`src/rtl/lut_coeff_loader.sv`:
```
// Loads DEPTH coefficient words from a valid/ready stream into a single-port LUT,
// then reads the table back and compares additive checksums of written and read data.
module lut_coeff_loader #(
  parameter int DEPTH        = 3072,
  parameter int ADDR_WIDTH   = 12,
  parameter int READ_LATENCY = 2
) (
  input  logic                  clock,
  input  logic                  reset,
  input  logic                  start,
  input  logic [31:0]           in_data,
  input  logic                  in_valid,
  output logic                  in_ready,
  output logic [ADDR_WIDTH-1:0] lut_address,
  output logic [31:0]           lut_data,
  output logic                  lut_wren,
  output logic                  lut_rden,
  input  logic [31:0]           lut_q,
  output logic                  busy,
  output logic                  done,
  output logic                  error,
  output logic [31:0]           checksum
);

  localparam int CW = $clog2(DEPTH + 1);
  localparam logic [CW-1:0] CNT_LAST = CW'(DEPTH - 1);
  localparam logic [CW-1:0] CNT_FULL = CW'(DEPTH);
  localparam logic [CW-1:0] CNT_ONE  = CW'(1);
  localparam logic [CW-1:0] CNT_ZERO = CW'(0);

  typedef enum logic [2:0] {
    IDLE   = 3'd0,
    LOAD   = 3'd1,
    WFLUSH = 3'd2,
    VERIFY = 3'd3,
    DRAIN  = 3'd4,
    FIN    = 3'd5
  } state_t;

  state_t                  state_r, state_s;
  logic [CW-1:0]           cnt_r;
  logic [31:0]             wsum_r, rsum_r, rsum_s;
  logic [READ_LATENCY-1:0] tag_r, tag_s;
  logic                    accept_s;
  logic [ADDR_WIDTH-1:0]   addr_r;
  logic [31:0]             data_r, checksum_r;
  logic                    wren_r, rden_r, busy_r, done_r, error_r;

  function automatic logic [31:0] add32(input logic [31:0] a, input logic [31:0] b);
    return a + b;
  endfunction

  assign in_ready    = (state_r == LOAD) && (cnt_r < CNT_FULL);
  assign lut_address = addr_r;
  assign lut_data    = data_r;
  assign lut_wren    = wren_r;
  assign lut_rden    = rden_r;
  assign busy        = busy_r;
  assign done        = done_r;
  assign error       = error_r;
  assign checksum    = checksum_r;

  // Next-state logic, read-tag pipeline advance and read-sum accumulation.
  always_comb begin
    state_s  = state_r;
    accept_s = in_valid & in_ready;
    tag_s    = {READ_LATENCY{1'b0}};
    tag_s[0] = rden_r;
    for (int i = 1; i < READ_LATENCY; i++) begin
      tag_s[i] = tag_r[i-1];
    end
    if (tag_r[READ_LATENCY-1]) begin
      rsum_s = add32(rsum_r, lut_q);
    end else begin
      rsum_s = rsum_r;
    end
    case (state_r)
      IDLE: begin
        if (start) state_s = LOAD;
        else       state_s = IDLE;
      end
      LOAD: begin
        if (accept_s && (cnt_r == CNT_LAST)) state_s = WFLUSH;
        else                                 state_s = LOAD;
      end
      WFLUSH: state_s = VERIFY;
      VERIFY: begin
        if (cnt_r == CNT_LAST) state_s = DRAIN;
        else                   state_s = VERIFY;
      end
      // Finish only once no read is still in flight after this edge.
      DRAIN: begin
        if (tag_s == {READ_LATENCY{1'b0}}) state_s = FIN;
        else                               state_s = DRAIN;
      end
      FIN:     state_s = IDLE;
      default: state_s = IDLE;
    endcase
  end

  // State register.
  always_ff @(posedge clock) begin
    if (reset) state_r <= IDLE;
    else       state_r <= state_s;
  end

  // Datapath registers: LUT pins, counters, sums and status outputs.
  always_ff @(posedge clock) begin
    if (reset) begin
      cnt_r      <= CNT_ZERO;
      wsum_r     <= 32'd0;
      rsum_r     <= 32'd0;
      tag_r      <= {READ_LATENCY{1'b0}};
      addr_r     <= {ADDR_WIDTH{1'b0}};
      data_r     <= 32'd0;
      wren_r     <= 1'b0;
      rden_r     <= 1'b0;
      busy_r     <= 1'b0;
      done_r     <= 1'b0;
      error_r    <= 1'b0;
      checksum_r <= 32'd0;
    end else begin
      wren_r <= 1'b0;
      rden_r <= 1'b0;
      done_r <= 1'b0;
      tag_r  <= tag_s;
      rsum_r <= rsum_s;
      case (state_r)
        IDLE: begin
          if (start) begin
            cnt_r      <= CNT_ZERO;
            wsum_r     <= 32'd0;
            rsum_r     <= 32'd0;
            tag_r      <= {READ_LATENCY{1'b0}};
            error_r    <= 1'b0;
            checksum_r <= 32'd0;
            busy_r     <= 1'b1;
          end
        end
        LOAD: begin
          if (accept_s) begin
            wren_r <= 1'b1;
            data_r <= in_data;
            addr_r <= ADDR_WIDTH'(cnt_r);
            cnt_r  <= cnt_r + CNT_ONE;
            wsum_r <= add32(wsum_r, in_data);
          end
        end
        WFLUSH: cnt_r <= CNT_ZERO;
        VERIFY: begin
          rden_r <= 1'b1;
          addr_r <= ADDR_WIDTH'(cnt_r);
          if (cnt_r != CNT_LAST) cnt_r <= cnt_r + CNT_ONE;
        end
        // rsum_s already includes the final read returning on this edge.
        DRAIN: begin
          if (state_s == FIN) begin
            done_r     <= 1'b1;
            busy_r     <= 1'b0;
            error_r    <= (wsum_r != rsum_s);
            checksum_r <= wsum_r;
          end
        end
        FIN: begin
        end
        default: begin
        end
      endcase
    end
  end

endmodule

```
`config.mk`:
```
export PLATFORM = sky130hd
export DESIGN_NAME = lut_coeff_loader
export DESIGN_NICKNAME = d
export VERILOG_FILES = /design/src/rtl/lut_coeff_loader.sv
export SDC_FILE = /design/constraint.sdc
export NUM_CORES = 1
export LEC_CHECK = 0
export ABC_AREA = 1
export ABC_CLOCK_PERIOD_IN_PS = 6100
export CORE_ASPECT_RATIO = 1.75
export CORE_MARGIN = 2
export CORE_UTILIZATION = 45
export DETAILED_ROUTE_END_ITERATION = 7
export GPL_TIMING_DRIVEN = 0
export PLACE_DENSITY_LB_ADDON = 0.12
export SYNTH_ARGS = -nofsm -noshare
export SYNTH_HDL_FRONTEND = slang
export SYNTH_SLANG_ARGS = --single-unit
```
`constraint.sdc`:
```
create_clock -name clock -period 6.1 [get_ports clock]
set_input_delay 1.22 -clock clock [delete_from_list [all_inputs] [get_ports clock]]
set_output_delay 1.22 -clock clock [all_outputs]
set_load 0.05 [all_outputs]
```
Word-level counts from Yosys, hierarchy flattened --
Index checks and enable logic that the tools add are counted. W data, S select, Z words.
Storage, ports and cells: ROM bits 0, memories kept 0, bits in registers 162, word-level logic and storage cells 77, bits in writable memories 0, output and inout bits 82, latch bits 0
Cells by class: div/mod/pow operators 0, muxes and demuxes 30, order comparisons 1, bitwise logic cells 3, eq/ne operators 12, multiply operators 0, reductions and logical operators 15, add/subtract/negate cells 3, shift-type cells 0
Operator list (count):
- $mux W32 | 6
- $pmux W32 S2 | 2
- $add A32 B32 Y32 | 2
- $mux W12 | 4
- $pmux W12 S4 | 1
- $ne A32 B32 Y1 | 1
- $pmux W12 S2 | 1
- $pmux W3 S5 | 1
- $add A12 B1 Y12 const B | 1
- $eq A12 B12 Y1 const B | 1
- $lt A12 B12 Y1 const B | 1
- $ne A12 B12 Y1 const B | 1
- $mux W1 | 9
- $ne A2 B2 Y1 const B | 4
- $eq A3 B2 Y1 const B | 2
- $eq A3 B3 Y1 const B | 2
- $mux W2 | 3
- $reduce_and A3 Y1 | 2
- $reduce_bool A2 Y1 | 3
- $pmux W1 S2 | 2
- $reduce_and A2 Y1 | 2
- $reduce_and A4 Y1 | 1
- $reduce_bool A4 Y1 | 1
- $reduce_or A2 Y1 | 2
- 7 further kinds | 9

Longest topological paths before layout --
depth in word-level cells 9, depth in mapped cells 21

Least setup slack after synthesis --
No wires, ideal clock.
path type input to register, from in lut_q[0], to reg error_r, in the netlist error, arrival time 3112 ps, slack 2875 ps, library setup time 113 ps, buffers on the path 0, data required time 5987 ps, stages 20, path through ha_1 fa_1 nand3_1 nand3_1 nand2_1 nand2_1 nand2_1 nand2_1 nand2_1 nand2_1 nand2_1 nand3_1 nand3_1 nand2_1 nor2_1 nand2_1 nor2_1 nand3_1 nand2_1 nand2_1
Between the ends: word-level cells in the longest chain between the ends 5
RTL lines:
- from (decl) | line 18 | input logic [31:0] lut_q,
- $add A32 B32 Y32 | line 50 | return a + b;
- $mux W32 | line 72 | if (tag_r[READ_LATENCY-1]) begin
- $ne A32 B32 Y1 | line 160 | error_r <= (wsum_r != rsum_s);
- $mux W1 | line 157 | if (state_s == FIN) begin
- $pmux W1 S2 | line 128 | case (state_r)
- to (signal assigned) | line 160
- to (decl) | line 47 | logic wren_r, rden_r, busy_r, done_r, error_r;
No other way between the ends. The select of a mux whose other input is x is not followed. A chain may end at the register's enable or synchronous reset.

Final worst setup path --
Same ends and word-level chain as after synthesis.

==> impl_metrics.ini <==
[outcome]
outcome = complete, no violations

[global_routing]
antenna_found_initial = 0
grt_pass1_wl_um = 54000
grt_overflow = 0
grt_max_degree = 17
grt_usage_pct = 28.3
grt_pass1_vias = 10713

[routing]
vias_per_cell = 5.13
drt_first_pass_iters = 7
ant_nets = 0
wire_per_inst_um = 16.0
drc = 0
drt_iter0_drc = 579
num_vias = 11076
routed_wl_um = 34500

[timing]
max_freq_ghz = 0.249
relSlewSlack_pct = 51.8
period_needed_ns = 4.02
finalMaxSlewViolations = 0
setup_viol = 0
finalCritPeriodShare_pct = 65.9
rsz0062_at_grt = no
finalHoldViolCount = 0
fin_setup_tns_ns = 0
fin_skew_ns = 0.00841
tightest_slew_ns = 0.717

[floorplanning]
die_w_um = 119
die_y_um = 206
rows = 73
core-area_um2 = 22700
ioPinCount = 150
start_util_pct = 46.0
die_area_um2 = 24500

[worst_setup_path]
slowest_stage = fa_1
worst_setup_path_start_kind = primary input
rrSetupSlack_ns = 2.97
cpMostUsedCell = nand2_1
r2r_cells = 20
critPathMaxStageDelay_ns = 0.45
critPathRequiredTime_ns = 6.45
reg2reg_from = rsum_r[0]$_SDFF_PP0_
crit_start = lut_q[0]
worstSetupPathType = in -> reg
worstPathMaxFanout = 4
cp_cell_sequence = clkdlybuf4s50_1 > ha_1 > fa_1 > nand3_1 > nand3_1 > nand2_1 > nand2_1 > nand2_1 > nand2_1 > nand2_1 > nand2_1 > nand2_1 > nand3_1 > nand3_1 > nand2_1 > nor2_1 > nand2_1 > nor2_1 > nand3_1 > nand2_1 > nand2_1
end_kind = register
worstPathArrival_ns = 4.37

[clocking]
htreeDepth = 4
clk_latency_ns = 0.45
cts_made_buffers = 17
root_buffer = clkbuf_16
ctsResizeCount = 0
ctsHoldBuffers = 0
numClockSinks = 162
cts_max_path_buffers = 2
postCtsSetupRepairBufs = 0
cts_tree = yes
clk_pin_slew_ns = 0.07

[cells_and_area]
finalNetCount = 1978
drive_gt1_share_pct = 3.61
diodes = 0
fill_cells = 2296
area_delta_synth_final_pct = 23.9

[logic_synthesis]
synthXorXnorAreaFrac_pct = 1.26
ys_ff_latch = 162
synth-simple-area-share_pct = 33.0
synth_ff_type = dfxtp_1
async_flop_share_pct = 0
seq_area_frac_synth_pct = 31.0
synth.net_count = 1811
syn_avg_cell_area_um2 = 6.23
synthMuxAreaShare_pct = 0.191
ys_warn_count = 0
syn-cell-area_um2 = 10500
synth_top_family_by_area = simple AND/OR/NAND/NOR gates
synth_adder_area_share_pct = 7.92
synth_cell_types = 46
synth_edf_count = 0
synth-compound-area-share_pct = 16.7
synth_cells = 1678

[power_and_ir_drop]
peakVddDrop_mv = 0.210
p_leak_nw = 5.98
power_density_nw_per_um2 = 211
total_power_mw = 2.73
p_clk_share_pct = 42.9
p_seq_share_pct = 40.6
internal-power_mw = 1.94
switching_share_pct = 28.8
p_sw_mw = 0.786
comb_power_share_pct = 16.5

[min_path]
holdCritStartpoint = lut_data[25]$_SDFFE_PP0P_
whs_path_depth = 2
worstHoldPathType = reg -> reg

[run]
maxCapViolCount = 0

[placed_design]
numPortBuffers = 148
gp_congestion = 0.928
hpwl_um = 28500
## worst max-delay path, delay by kind of cell
| kind | cells | cell delay (ns) |
|---|---|---|
| buffers and inverters | 1 | 0.41 |
| adders and majority gates | 2 | 0.71 |
| and+or+nand+nor | 18 | 2.01 |
## stage by stage
step | util (%) | area (um2) | setup slack, ns | hold WS, ns | cells
after CTS | 57.0 | 13000 | 2.07 | 0.466 | 2158
after detailed placement | 54.2 | 12300 | 1.59 | 0.457 | 2126
final | 57.0 | 13000 | 2.08 | 0.463 | 2158
after global placement | 54.2 | 12300 | 1.65 | 0.441 | 2126
after global routing | 57.0 | 13000 | 1.79 | 0.490 | 2158
after floorplan | - | 10500 | 2.88 | 0.409 | 1678
## routing by layer
| metal | global-route usage, % | routed length [um] | up-vias |
|---|---|---|---|
| li1 | - | - | 5768 |
| met1 | 29.2 | 13300 | 4970 |
| met2 | 54.9 | 18500 | 263 |
| met3 | 3.91 | 1180 | 75 |
| met4 | 14.3 | 1580 | 0 |
| met5 | 0 | 0 | - |
## cell usage after synthesis (3+ instances only)
cell type	n	area share [%]
a31oi_1	11	0.66
nand4_1	5	0.30
xnor2_1	6	0.50
a22o_1	4	0.33
a21oi_1	180	8.6
dfxtp_1	162	31
o221ai_1	3	0.25
nor3_1	20	0.96
nand3_1	120	5.7
nor4_1	3	0.18
o21a_1	4	0.29
or2_2	20	1.2
inv_1	234	8.4
nand2_1	538	19
ha_1	63	7.5
o21ai_0	97	4.6
a21o_1	6	0.43
clkbuf_1	37	1.3
xor2_1	9	0.75
nor2_1	117	4.2
a211oi_1	5	0.36
## cell families (layout without fill, tap and decap cells)
logic type,Yosys count,after routing
flip-flops,162,162
adder cells (fa/ha/maj),65,65
buffers and inverters,277,457
AND/OR/NAND/NOR,833,833
XOR/XNOR,15,15
multiplexers,2,2
AO/OA/AOI/OAI,324,324
## cell type report
cell class              count  area [um2]  share of cell area, %
well taps                 300         375                   2.90
clock inverters            14         200                   1.55
clock buffers              18         439                   3.39
multi-input cells        1239        6180                   47.7
repair buffers            148        1480                   11.4
plain buffers              40         151                   1.17
flip-flops and latches    162        3240                   25.0
inverters                 237         890                   6.87
## sequential cells by signal, summed over array words and instances (netlist names)
signal       flops
cnt_r           12
checksum        32
error            1
rsum_r          32
lut_wren         1
lut_rden         1
busy             1
state_r          3
lut_address     12
lut_data        32
done             1
tag_r            2
wsum_r          32
## path summary, 6_finish.rpt
check                                            endpoint
worst max-delay path                   error$_SDFFE_PP0P_
worst min-delay path            lut_data[25]$_SDFFE_PP0P_
worst max register to register         error$_SDFFE_PP0P_
worst min register to register  lut_data[25]$_SDFFE_PP0P_
## cell usage in the layout, fill, tap and decap left out, drive strengths merged, types with 2 or more instances in the layout
cell type,n
o21ai,98
nand4,5
xor2,9
a21oi,182
clkinvlp,2
ha,63
inv,240
dfxtp,162
a21o,6
or2,20
nor4,4
nor3,23
nand3,121
mux2i,2
a31oi,11
clkbuf,55
o21a,4
a21boi,2
o211ai,2
o221ai,3
xnor2,6
fa,2
o21bai,2
a22o,4
bufinv,4
clkdlybuf4s50,148
nand2,540
a211oi,6
clkinv,5
nor2,119
buf,3
## power by group through the flow
stage | Sequential, mW | Clock, mW | Combinational [mW]
2_1_floorplan | 1.17 | 0 | 0.233
3_3_place_gp | 1.13 | 0 | 0.443
3_5_place_dp | 1.13 | 0 | 0.447
4_1_cts | 1.11 | 1.18 | 0.450
5_1_grt | 1.11 | 1.22 | 0.495
6_report | 1.11 | 1.17 | 0.451
No activity file was read; power rests on OpenSTA's default activity.
